**config.mk**
```make
export PLATFORM = sky130hd
export DESIGN_NAME = modn_updown_counter
export DESIGN_NICKNAME = d
export VERILOG_FILES = /design/src/rtl/counter_pkg.sv /design/src/rtl/count_next_calc.sv /design/src/rtl/modn_updown_counter_chk.sv /design/src/rtl/modn_updown_counter.sv
export SDC_FILE = /design/constraint.sdc
export NUM_CORES = 1
export LEC_CHECK = 0
export ABC_AREA = 1
export CORE_ASPECT_RATIO = 0.7
export CORE_MARGIN = 3
export CORE_UTILIZATION = 55
export DETAILED_ROUTE_END_ITERATION = 8
export GPL_TIMING_DRIVEN = 0
export MAX_ROUTING_LAYER = met4
export PLACE_DENSITY_LB_ADDON = 0.3
export SLEW_MARGIN = 10
export SYNTH_ARGS = -nofsm -noshare
export SYNTH_HDL_FRONTEND = slang
export SYNTH_HIERARCHICAL = 1
export SYNTH_SLANG_ARGS = --single-unit
```
**constraint.sdc**
```tcl
create_clock -name clk -period 6.1 [get_ports clk]
set_clock_uncertainty 0.2 [all_clocks]
set_input_delay 0.61 -clock clk [delete_from_list [all_inputs] [get_ports clk]]
set_output_delay 0.61 -clock clk [all_outputs]
set_load 0.02 [all_outputs]
```
**src/rtl/counter_pkg.sv**
```systemverilog
// Shared types and defaults for the modulo up/down counter family.
package counter_pkg;

    // Behaviour at the count boundary: wrap modulo MAX_VAL+1 or pin at the limit.
    typedef enum logic {
        CNT_WRAP     = 1'b0,
        CNT_SATURATE = 1'b1
    } cnt_mode_e;

    localparam int CNT_WIDTH_DEF  = 8;
    localparam int CNT_STEP_W_DEF = 4;

endpackage

```
**src/rtl/count_next_calc.sv**
```systemverilog
// Next-count arithmetic: adds or subtracts step in WIDTH+1 bits, detects the
// boundary crossing and applies the wrap or saturate rule.
module count_next_calc
    import counter_pkg::*;
#(
    parameter int              WIDTH   = CNT_WIDTH_DEF,
    parameter longint unsigned MAX_VAL = (64'd1 << WIDTH) - 64'd1,
    parameter int              STEP_W  = CNT_STEP_W_DEF,
    parameter cnt_mode_e       MODE    = CNT_WRAP
)(
    input  logic [WIDTH-1:0]  count,
    input  logic              up_down,
    input  logic [STEP_W-1:0] step,
    output logic [WIDTH-1:0]  next_count,
    output logic              boundary,
    output logic              dir_up
);

    localparam int             XW    = WIDTH + 1;
    localparam logic [XW-1:0]  MAX_X = XW'(MAX_VAL);
    localparam logic [XW-1:0]  MOD_X = MAX_X + XW'(1'b1);

    logic [XW-1:0] count_x_s;
    logic [XW-1:0] step_x_s;
    logic [XW-1:0] sum_s;
    logic [XW-1:0] raw_s;
    logic          boundary_s;
    logic [XW-1:0] clamped_s;

    assign count_x_s = XW'(count);
    assign step_x_s  = XW'(step);
    assign sum_s     = count_x_s + step_x_s;

    // Direction-dependent step with boundary detection and wrap/saturate handling.
    always_comb begin
        raw_s      = count_x_s;
        boundary_s = 1'b0;
        if (up_down) begin
            if (sum_s > MAX_X) begin
                boundary_s = 1'b1;
                if (MODE == CNT_WRAP) begin
                    raw_s = sum_s - MOD_X;
                end else begin
                    raw_s = MAX_X;
                end
            end else begin
                raw_s = sum_s;
            end
        end else begin
            if (step_x_s > count_x_s) begin
                boundary_s = 1'b1;
                if (MODE == CNT_WRAP) begin
                    raw_s = count_x_s + MOD_X - step_x_s;
                end else begin
                    raw_s = {XW{1'b0}};
                end
            end else begin
                raw_s = count_x_s - step_x_s;
            end
        end
    end

    // Keep the result in range even for an out-of-range step.
    always_comb begin
        if (raw_s > MAX_X) begin
            clamped_s = MAX_X;
        end else begin
            clamped_s = raw_s;
        end
    end

    assign next_count = clamped_s[WIDTH-1:0];
    assign boundary   = boundary_s;
    assign dir_up     = up_down;

endmodule

```
**src/rtl/modn_updown_counter_chk.sv**
```systemverilog
// Simulation checks for the modulo counter: legal step and in-range count.
module modn_updown_counter_chk #(
    parameter int              WIDTH   = 8,
    parameter longint unsigned MAX_VAL = (64'd1 << WIDTH) - 64'd1,
    parameter int              STEP_W  = 4
)(
    input logic              clk,
    input logic              rst,
    input logic              clear,
    input logic              load,
    input logic              enable,
    input logic [STEP_W-1:0] step,
    input logic [WIDTH-1:0]  count
);

    localparam logic [WIDTH-1:0] MAX_C = WIDTH'(MAX_VAL);

    // A counting cycle must never request a step larger than the top count.
    a_step_legal: assert property (@(posedge clk) disable iff (rst)
        (enable && !clear && !load) |-> (WIDTH'(step) <= MAX_C));

    // The count never leaves 0..MAX_VAL.
    a_count_range: assert property (@(posedge clk) disable iff (rst)
        (count <= MAX_C));

endmodule

```
**src/rtl/modn_updown_counter.sv**
```systemverilog
// Parametrised modulo up/down counter with variable step, wrap or saturate
// mode, terminal-count pulse, min/max flags and sticky overflow/underflow.
module modn_updown_counter
    import counter_pkg::*;
#(
    parameter int              WIDTH     = CNT_WIDTH_DEF,
    parameter longint unsigned MAX_VAL   = (64'd1 << WIDTH) - 64'd1,
    parameter int              STEP_W    = CNT_STEP_W_DEF,
    parameter cnt_mode_e       MODE      = CNT_WRAP,
    parameter longint unsigned RESET_VAL = 64'd0
)(
    input  logic              clk,
    input  logic              rst,
    input  logic              clear,
    input  logic              load,
    input  logic [WIDTH-1:0]  d_in,
    input  logic              enable,
    input  logic              up_down,
    input  logic [STEP_W-1:0] step,
    output logic [WIDTH-1:0]  count,
    output logic              tc,
    output logic              at_max,
    output logic              at_min,
    output logic              ovf,
    output logic              unf
);

    localparam logic [WIDTH-1:0] MAX_C   = WIDTH'(MAX_VAL);
    localparam logic [WIDTH-1:0] RESET_C = WIDTH'(RESET_VAL);

    logic [WIDTH-1:0] count_r;
    logic             tc_r;
    logic             ovf_r;
    logic             unf_r;

    logic [WIDTH-1:0] calc_count_s;
    logic             calc_boundary_s;
    logic             calc_dir_up_s;

    logic [WIDTH-1:0] count_nxt_s;
    logic             tc_nxt_s;
    logic             ovf_nxt_s;
    logic             unf_nxt_s;

    count_next_calc #(
        .WIDTH   (WIDTH),
        .MAX_VAL (MAX_VAL),
        .STEP_W  (STEP_W),
        .MODE    (MODE)
    ) u_calc (
        .count      (count_r),
        .up_down    (up_down),
        .step       (step),
        .next_count (calc_count_s),
        .boundary   (calc_boundary_s),
        .dir_up     (calc_dir_up_s)
    );

    // Priority mux: clear > load > counting step > hold.
    always_comb begin
        count_nxt_s = count_r;
        tc_nxt_s    = 1'b0;
        ovf_nxt_s   = ovf_r;
        unf_nxt_s   = unf_r;
        if (clear) begin
            count_nxt_s = RESET_C;
            ovf_nxt_s   = 1'b0;
            unf_nxt_s   = 1'b0;
        end else if (load) begin
            if (d_in > MAX_C) begin
                count_nxt_s = MAX_C;
            end else begin
                count_nxt_s = d_in;
            end
        end else if (enable && (step != {STEP_W{1'b0}})) begin
            count_nxt_s = calc_count_s;
            tc_nxt_s    = calc_boundary_s;
            if (calc_boundary_s && calc_dir_up_s) begin
                ovf_nxt_s = 1'b1;
            end else if (calc_boundary_s) begin
                unf_nxt_s = 1'b1;
            end else begin
                ovf_nxt_s = ovf_r;
            end
        end else begin
            count_nxt_s = count_r;
        end
    end

    // State registers with asynchronous reset to the programmed reset value.
    always_ff @(posedge clk or posedge rst) begin
        if (rst) begin
            count_r <= RESET_C;
            tc_r    <= 1'b0;
            ovf_r   <= 1'b0;
            unf_r   <= 1'b0;
        end else begin
            count_r <= count_nxt_s;
            tc_r    <= tc_nxt_s;
            ovf_r   <= ovf_nxt_s;
            unf_r   <= unf_nxt_s;
        end
    end

    assign count  = count_r;
    assign tc     = tc_r;
    assign ovf    = ovf_r;
    assign unf    = unf_r;
    assign at_max = (count_r == MAX_C);
    assign at_min = (count_r == {WIDTH{1'b0}});

    modn_updown_counter_chk #(
        .WIDTH   (WIDTH),
        .MAX_VAL (MAX_VAL),
        .STEP_W  (STEP_W)
    ) u_chk (
        .clk    (clk),
        .rst    (rst),
        .clear  (clear),
        .load   (load),
        .enable (enable),
        .step   (step),
        .count  (count_r)
    );

endmodule

```
==> results.cfg <==
[final_layout]
final_cell_area_um2 = 1790
drive_above_1_share_pct = 11.3
antenna_cells = 0
fin_cells = 289
syn2layout_area_growth_pct = 26.5
num-fill-cells = 180
nNetsFinal = 286

[hold_path]
min-delay-path-class = reg2reg
hold_end = unf$_DFFE_PP0P_
hold_start = unf$_DFFE_PP0P_
min_path_cells = 2

[floorplan]
num_rows = 14
die_w_um = 66.6
coreArea_um2 = 2290
die-area_um2 = 3220
start_util_pct = 61.6
die_h_um = 48.4
pin_count = 31

[critical_path]
worstSetupPathType = in2reg
cp.required_ns = 6.07
r2r_setup_slack_ns = 3.53
cpPeakStageDelay_ns = 0.51
crit_fanout = 8
crit_top_cell = nand2_1
r2r_start = count[0]$_DFFE_PP0P_
r2r_end = count[7]$_DFFE_PP0P_
reg2regPathDepth = 17
crit_path_start_kind = primary input
endpoint_kind = flip-flop
worstPathCellList = clkdlybuf4s50_1 -> ha_1 -> inv_1 -> fa_1 -> nand2_1 -> nand2_1 -> nand2_1 -> nand2_1 -> nor2_1 -> inv_1 -> nand2_2 -> nand3_4 -> nand2_1 -> nand2_1 -> a21oi_1 -> nand2_2 -> o21ai_2
cp_slowest_cell = clkdlybuf4s50_1
arrival_ns = 2.90

[sta]
setup_viol = 0
fin_ws_ns = 3.16
finalHoldViolations = 0
slew_violations = 0
slew_headroom_pct = 70.1
fin_crit_ns = 2.94
rsz0062_at_grt = no
fin_crit_sh_pct = 48.1
fmax_mhz = 340
worst_pin_slew_ns = 0.449
setup_tns_ns = 0

[power]
swShare_pct = 42.9
clkPwrFrac_pct = 20.5
ir_worst_vdd_uv = 120
combPwrFrac_pct = 52.7
seqPwrFrac_pct = 26.8
p_per_area_nw_per_um2 = 199
p_sw_w = 0.000153
p_leak_nw = 0.928
intPower_w = 0.000203
power_w = 0.000356

[detailed_routing]
num_vias = 1517
initialDrtViolationCount = 114
viasPerCell = 5.25
ant_nets = 0
dr.pass1.iters = 5
drc = 0
avgRoutedWirePerCell_um = 12.3
wirelength_um = 3550

[logic_synthesis]
syn-mean-instance-area_um2 = 6.31
ys_seq_elements = 11
synth_edf_count = 0
synth.yosys.seq_area_share_pct = 19.5
synth_most_common_cell = nand2_1
synth_top_area_share_pct = 22.6
synth.distinct_cells = 28
synthArstFlopShare_pct = 100
synth_top_area_cell = nand2_1
synth_area_leaders = nand2_1, dfrtp_1, nand3_1, ha_1, inv_1
synth_warnings = 6
syn_inst = 224
synthTopCellsByCount = nand2_1, inv_1, nand3_1, nor2_1
synth-main-ff-cell = dfrtp_1
netlist_area_um2 = 1410
synth.net_count = 252

[grt]
grt_pass1_vias = 1359
grt_pass1_wl_um = 6040
groute.usage.overall_pct = 24.3
grt_max_degree = 12
grt_overflow = 0
antenna_found_initial = 0

[clocking]
cts_tree = built
clk_transition_reported_paths_ns = 0.05
cts_buffers = 3
postCtsSetupBuffers = 0
cts_htree_levels = 1
cts_hold_buf = 0
cts_root_buf = clkbuf_8
clock_sinks = 11
post_cts_resized = 0
clk_latency_ns = 0.24
clockBufferDepth = 2

[run]
drv_cap = 0

[placement]
place_area_um2 = 1740
place_hpwl_um = 2850
dp_cells = 285
dp_slack_ns = 2.95
gp_congestion = 0.971
io_buffers = 29

[run_status]
status = complete, no violations
## registers in the layout (all words and copies together), names as in the netlist
signal	flops
count	8
ovf	1
tc	1
unf	1
## worst max path at each step
stage,slack (ns),depth (start not counted),startpoint,to
global route,2.97,16,step[0],count[5]$_DFFE_PP0P_
detailed placement,2.95,17,step[0],count[7]$_DFFE_PP0P_
CTS,3.17,16,step[0],count[5]$_DFFE_PP0P_
finish,3.16,17,step[0],count[7]$_DFFE_PP0P_
global placement,2.97,17,step[0],count[7]$_DFFE_PP0P_
floorplan,3.71,16,step[0],count[7]$_DFFE_PP0P_
## cells by family (layout without fill, tap and decap cells)
group | Yosys count | count (layout) | share of synthesized area (%)
AO/OA/AOI/OAI | 15 | 15 | 5.93
XOR/XNOR | 4 | 4 | 2.48
adder cells (fa/ha/maj) | 10 | 10 | 9.91
buffers and inverters | 36 | 69 | 12.3
flip-flops | 11 | 11 | 19.5
multiplexers | 1 | 1 | 0.708
AND/OR/NAND/NOR | 147 | 147 | 49.2
## metal layers
metal | share of wire [%] | up-vias | track usage [%]
li1 | - | 773 | -
met1 | 48 | 671 | 35.4
met2 | 42 | 71 | 36.2
met3 | 8.8 | 2 | 4.17
met4 | 0.39 | 0 | 3.38
met5 | 0 | - | -
## final cells by class
class                           count  area, um2  area share, %
Multi-Input combinational cell    177        965           53.9
Timing Repair Buffer               29        290           16.2
Sequential cell                    11        275           15.4
Inverter                           30        128           7.13
Buffer                              6       46.3           2.59
Clock buffer                        4       45.0           2.52
Tap cell                           32       40.0           2.24
## worst max-delay path, delay by kind of cell
kind                       cells  cell delay, ns
AOI/OAI and AO/OA              2            0.20
buffers and inverters          3            0.66
adders and majority gates      2            0.54
and+or+nand+nor               10            0.89
## power groups by stage
stage          Combinational (W)  Sequential [W]  Clock (W)
6_report                0.000188       0.0000955  0.0000729
5_1_grt                 0.000212       0.0000973  0.0000762
2_1_floorplan           0.000126        0.000101          0
4_1_cts                 0.000187       0.0000955  0.0000727
3_5_place_dp            0.000186       0.0000965          0
3_3_place_gp            0.000182       0.0000963          0
## metrics by stage
| stage | hold slack (ns) | utilization (%) |
|---|---|---|
| finish | 0.316 | 78.0 |
| global route | 0.343 | 78.0 |
| CTS | 0.321 | 78.0 |
| detailed placement | 0.313 | 76.0 |
| global placement | 0.307 | 76.0 |
| floorplan | 0.262 | - |
## placed cells by master (no fill, tap or decap)
cell type,instances
nor3b_1,1
o22ai_1,1
nand2_4,1
mux2i_1,1
ha_1,8
nand2_8,2
nor2_4,2
o21ai_0,1
inv_2,2
nand3_1,21
nor2_1,15
a21oi_1,11
nand3_4,1
clkbuf_1,2
nor3_1,2
o21ai_2,2
inv_1,26
fa_1,2
nand2_2,7
dfrtp_1,11
clkbuf_8,3
inv_8,2
buf_2,1
buf_4,2
nand4_1,8
nand2_1,85
nor2_2,2
xor2_1,4
buf_6,2
clkdlybuf4s50_1,29
(Power assumes the default switching activity.)
==> RTL edit: new RTL, same settings <==
Set the package constant `CNT_STEP_W_DEF` to 3 (it was 4).
--- a/src/rtl/counter_pkg.sv
+++ b/src/rtl/counter_pkg.sv
@@ -8,7 +8,7 @@
     } cnt_mode_e;
 
     localparam int CNT_WIDTH_DEF  = 8;
-    localparam int CNT_STEP_W_DEF = 4;
+    localparam int CNT_STEP_W_DEF = 3;
 
 endpackage
 
Interface: changed (resized step); port bits go from 31 to 30. The function was not compared with the original's and may differ.
==> RTL edit against the original RTL <==
  * Design area shrank 9.4%
  * Setup slack gained 0.16 ns
  * Sequential power up 2.3%
  * Total power shrank 9.8%
  * Clock power is 32% lower
  * Cell count is 11% lower
  * Wire length fell by 2.0%
  * Critical path depth fell by 2
  * Synthesized cell count shrank 14%
  * Count of clock-buffer cells in the layout unchanged
  * Global-route usage up 2.5 points
  * Sequential cell count unchanged
  * Synthesized area fell by 10%
  * Critical endpoint is now count[1]
  * Largest power group unchanged
  * Highest routed layer unchanged
==> RTL edit: results (changes against the original RTL) <==
\begin{tabular}{lr}
\hline
Metric & Value \\
\hline
\multicolumn{2}{l}{\textbf{Run status}} \\
\quad Result of the run & complete, no violations (unchanged) \\
\multicolumn{2}{l}{\textbf{Synthesis}} \\
\quad Unique masters post-synth & 25 (was 28) \\
\quad Share of synthesized area occupied by flip-flops and latches & 21.7\% (was 19.5\%) \\
\quad Cell count after synthesis & 193 (was 224) \\
\quad Area contributors post-synth & dfrtp\_1 (22\%), nand2\_1 (18\%), nand3\_1 (10\%), inv\_1 (6.2\%), ha\_1 (5.9\%) (was nand2\_1 (23\%), dfrtp\_1 (19\%), nand3\_1 (7.4\%), ha\_1 (7.1\%), inv\_1 (6.9\%)) \\
\multicolumn{2}{l}{\textbf{Clock tree}} \\
\quad Insertion delay to the later sink of the worst-skew pair & 0.27 ns (was 0.24 ns) \\
\quad Clock tree root buffer cell & clkbuf\_4 (was clkbuf\_8) \\
\quad Reg clk slew, reported paths & 0.07 ns (was 0.05 ns) \\
\multicolumn{2}{l}{\textbf{Routing}} \\
\quad DRT iter0 DRCs & 127 (was 114) \\
\quad First-pass detailed-route iteration total & 4 (was 5) \\
\quad Vias per Instance & 5.52 (was 5.25) \\
\multicolumn{2}{l}{\textbf{Power and ir drop}} \\
\quad Standby leakage power & 0.000820 uW (was 0.000928 uW) \\
\quad Worst vdd rail ir drop & 0.156 mV (was 0.120 mV) \\
\multicolumn{2}{l}{\textbf{Worst setup path}} \\
\quad Data arrival at the endpoint of the critical path & 2.77 ns (was 2.90 ns) \\
\quad Register-to-Register Setup Slack & 3.70 ns (was 3.53 ns) \\
\quad Highest cell delay on the worst timing path & 0.55 ns (was 0.51 ns) \\
\quad Startpoint of the lowest-slack register-to-register path & count[0] (unchanged) \\
\multicolumn{2}{l}{\textbf{Placement}} \\
\quad Placed Instances & 252 (was 285) \\
\quad Detailed-placement wirelength estimate & 2.74 mm (was 2.85 mm) \\
\quad Placement-stage cell area & 1590 um2 (was 1740 um2) \\
\multicolumn{2}{l}{\textbf{Global routing}} \\
\quad First-pass GRT wire length & 5.85 mm (was 6.04 mm) \\
\multicolumn{2}{l}{\textbf{Finish}} \\
\quad Fraction of final layout cells with drive strength greater than 1 & 16.4\% (was 11.3\%) \\
\quad Final std cells w/o fill & 256 (was 289) \\
\multicolumn{2}{l}{\textbf{Timing}} \\
\quad Slew at the pin with the worst max-slew slack & 0.417 ns (was 0.449 ns) \\
\quad Hold WS & 0.350 ns (was 0.316 ns) \\
\hline
\end{tabular}
RTL edit: cell count changes in the layout (fill, tap and decap cells not counted), sizes merged, moves of 5 or more:
cell	delta
a21oi	-8
inv	-7
nand2	-20
nand3	+8
o21ai	+5
RTL edit: layout make-up:
class	instances	area, um2
flip-flops and latches	11	275
clock buffers	4	26.3
repair buffers	29	290
fillers	161	397
plain buffers	5	41.3
inverters	23	86.3
multi-input cells	154	863
well taps	30	37.5
RTL edit: report_power, final:
part	internal (uW)	switching (uW)	leakage [uW]	total [uW]
clock	25.4	24.3	0.0000150	49.7
sequential	80.3	17.4	0.000146	97.7
combinational	71.8	102	0.000659	174
total	177	144	0.000820	321
RTL edit: critical path: cells and delay by family:
| kind | cells | cell delay, ns |
|---|---|---|
| AND/OR/NAND/NOR | 9 | 0.78 |
| buffers and inverters | 2 | 0.62 |
| adder cells (fa/ha/maj) | 2 | 0.61 |
| AO/OA/AOI/OAI | 2 | 0.15 |
RTL edit: worst max path at each step:
stage,slack (ns),endpoint,from,cells past startpoint
2_1_floorplan,3.81,count[7],step[0],14
3_3_place_gp,3.11,count[1],step[0],15
3_5_place_dp,3.05,count[1],step[0],15
4_1_cts,3.33,count[1],step[0],15
5_1_grt,3.18,count[1],step[0],15
6_report,3.32,count[1],step[0],15
RTL edit: logic make-up (layout without fill, tap and decap cells):
logic type / Yosys count / in the layout / synth area share [%]
simple gates: 133 / 133 / 52.3
compound gates: 12 / 12 / 6.13
flops: 11 / 11 / 21.7
xor+xnor: 1 / 1 / 0.692
fa+ha+maj: 8 / 8 / 9.09
buf+inv: 28 / 61 / 10.1
RTL edit: layer usage:
layer	wire, um	track usage, %	up-vias
li1	-	-	682
met1	1510	32.2	660
met2	1600	45.6	65
met3	323	7.80	6
met4	45	5.58	0
met5	0	-	-
RTL edit: metrics by stage:
stage	total power, uW	worst slack (ns)	utilization [%]
6_report	321	3.32	80.3
5_1_grt	346	3.18	80.3
4_1_cts	321	3.33	80.3
3_5_place_dp	270	3.05	79.0
3_3_place_gp	264	3.11	79.0
2_1_floorplan	214	3.81	-
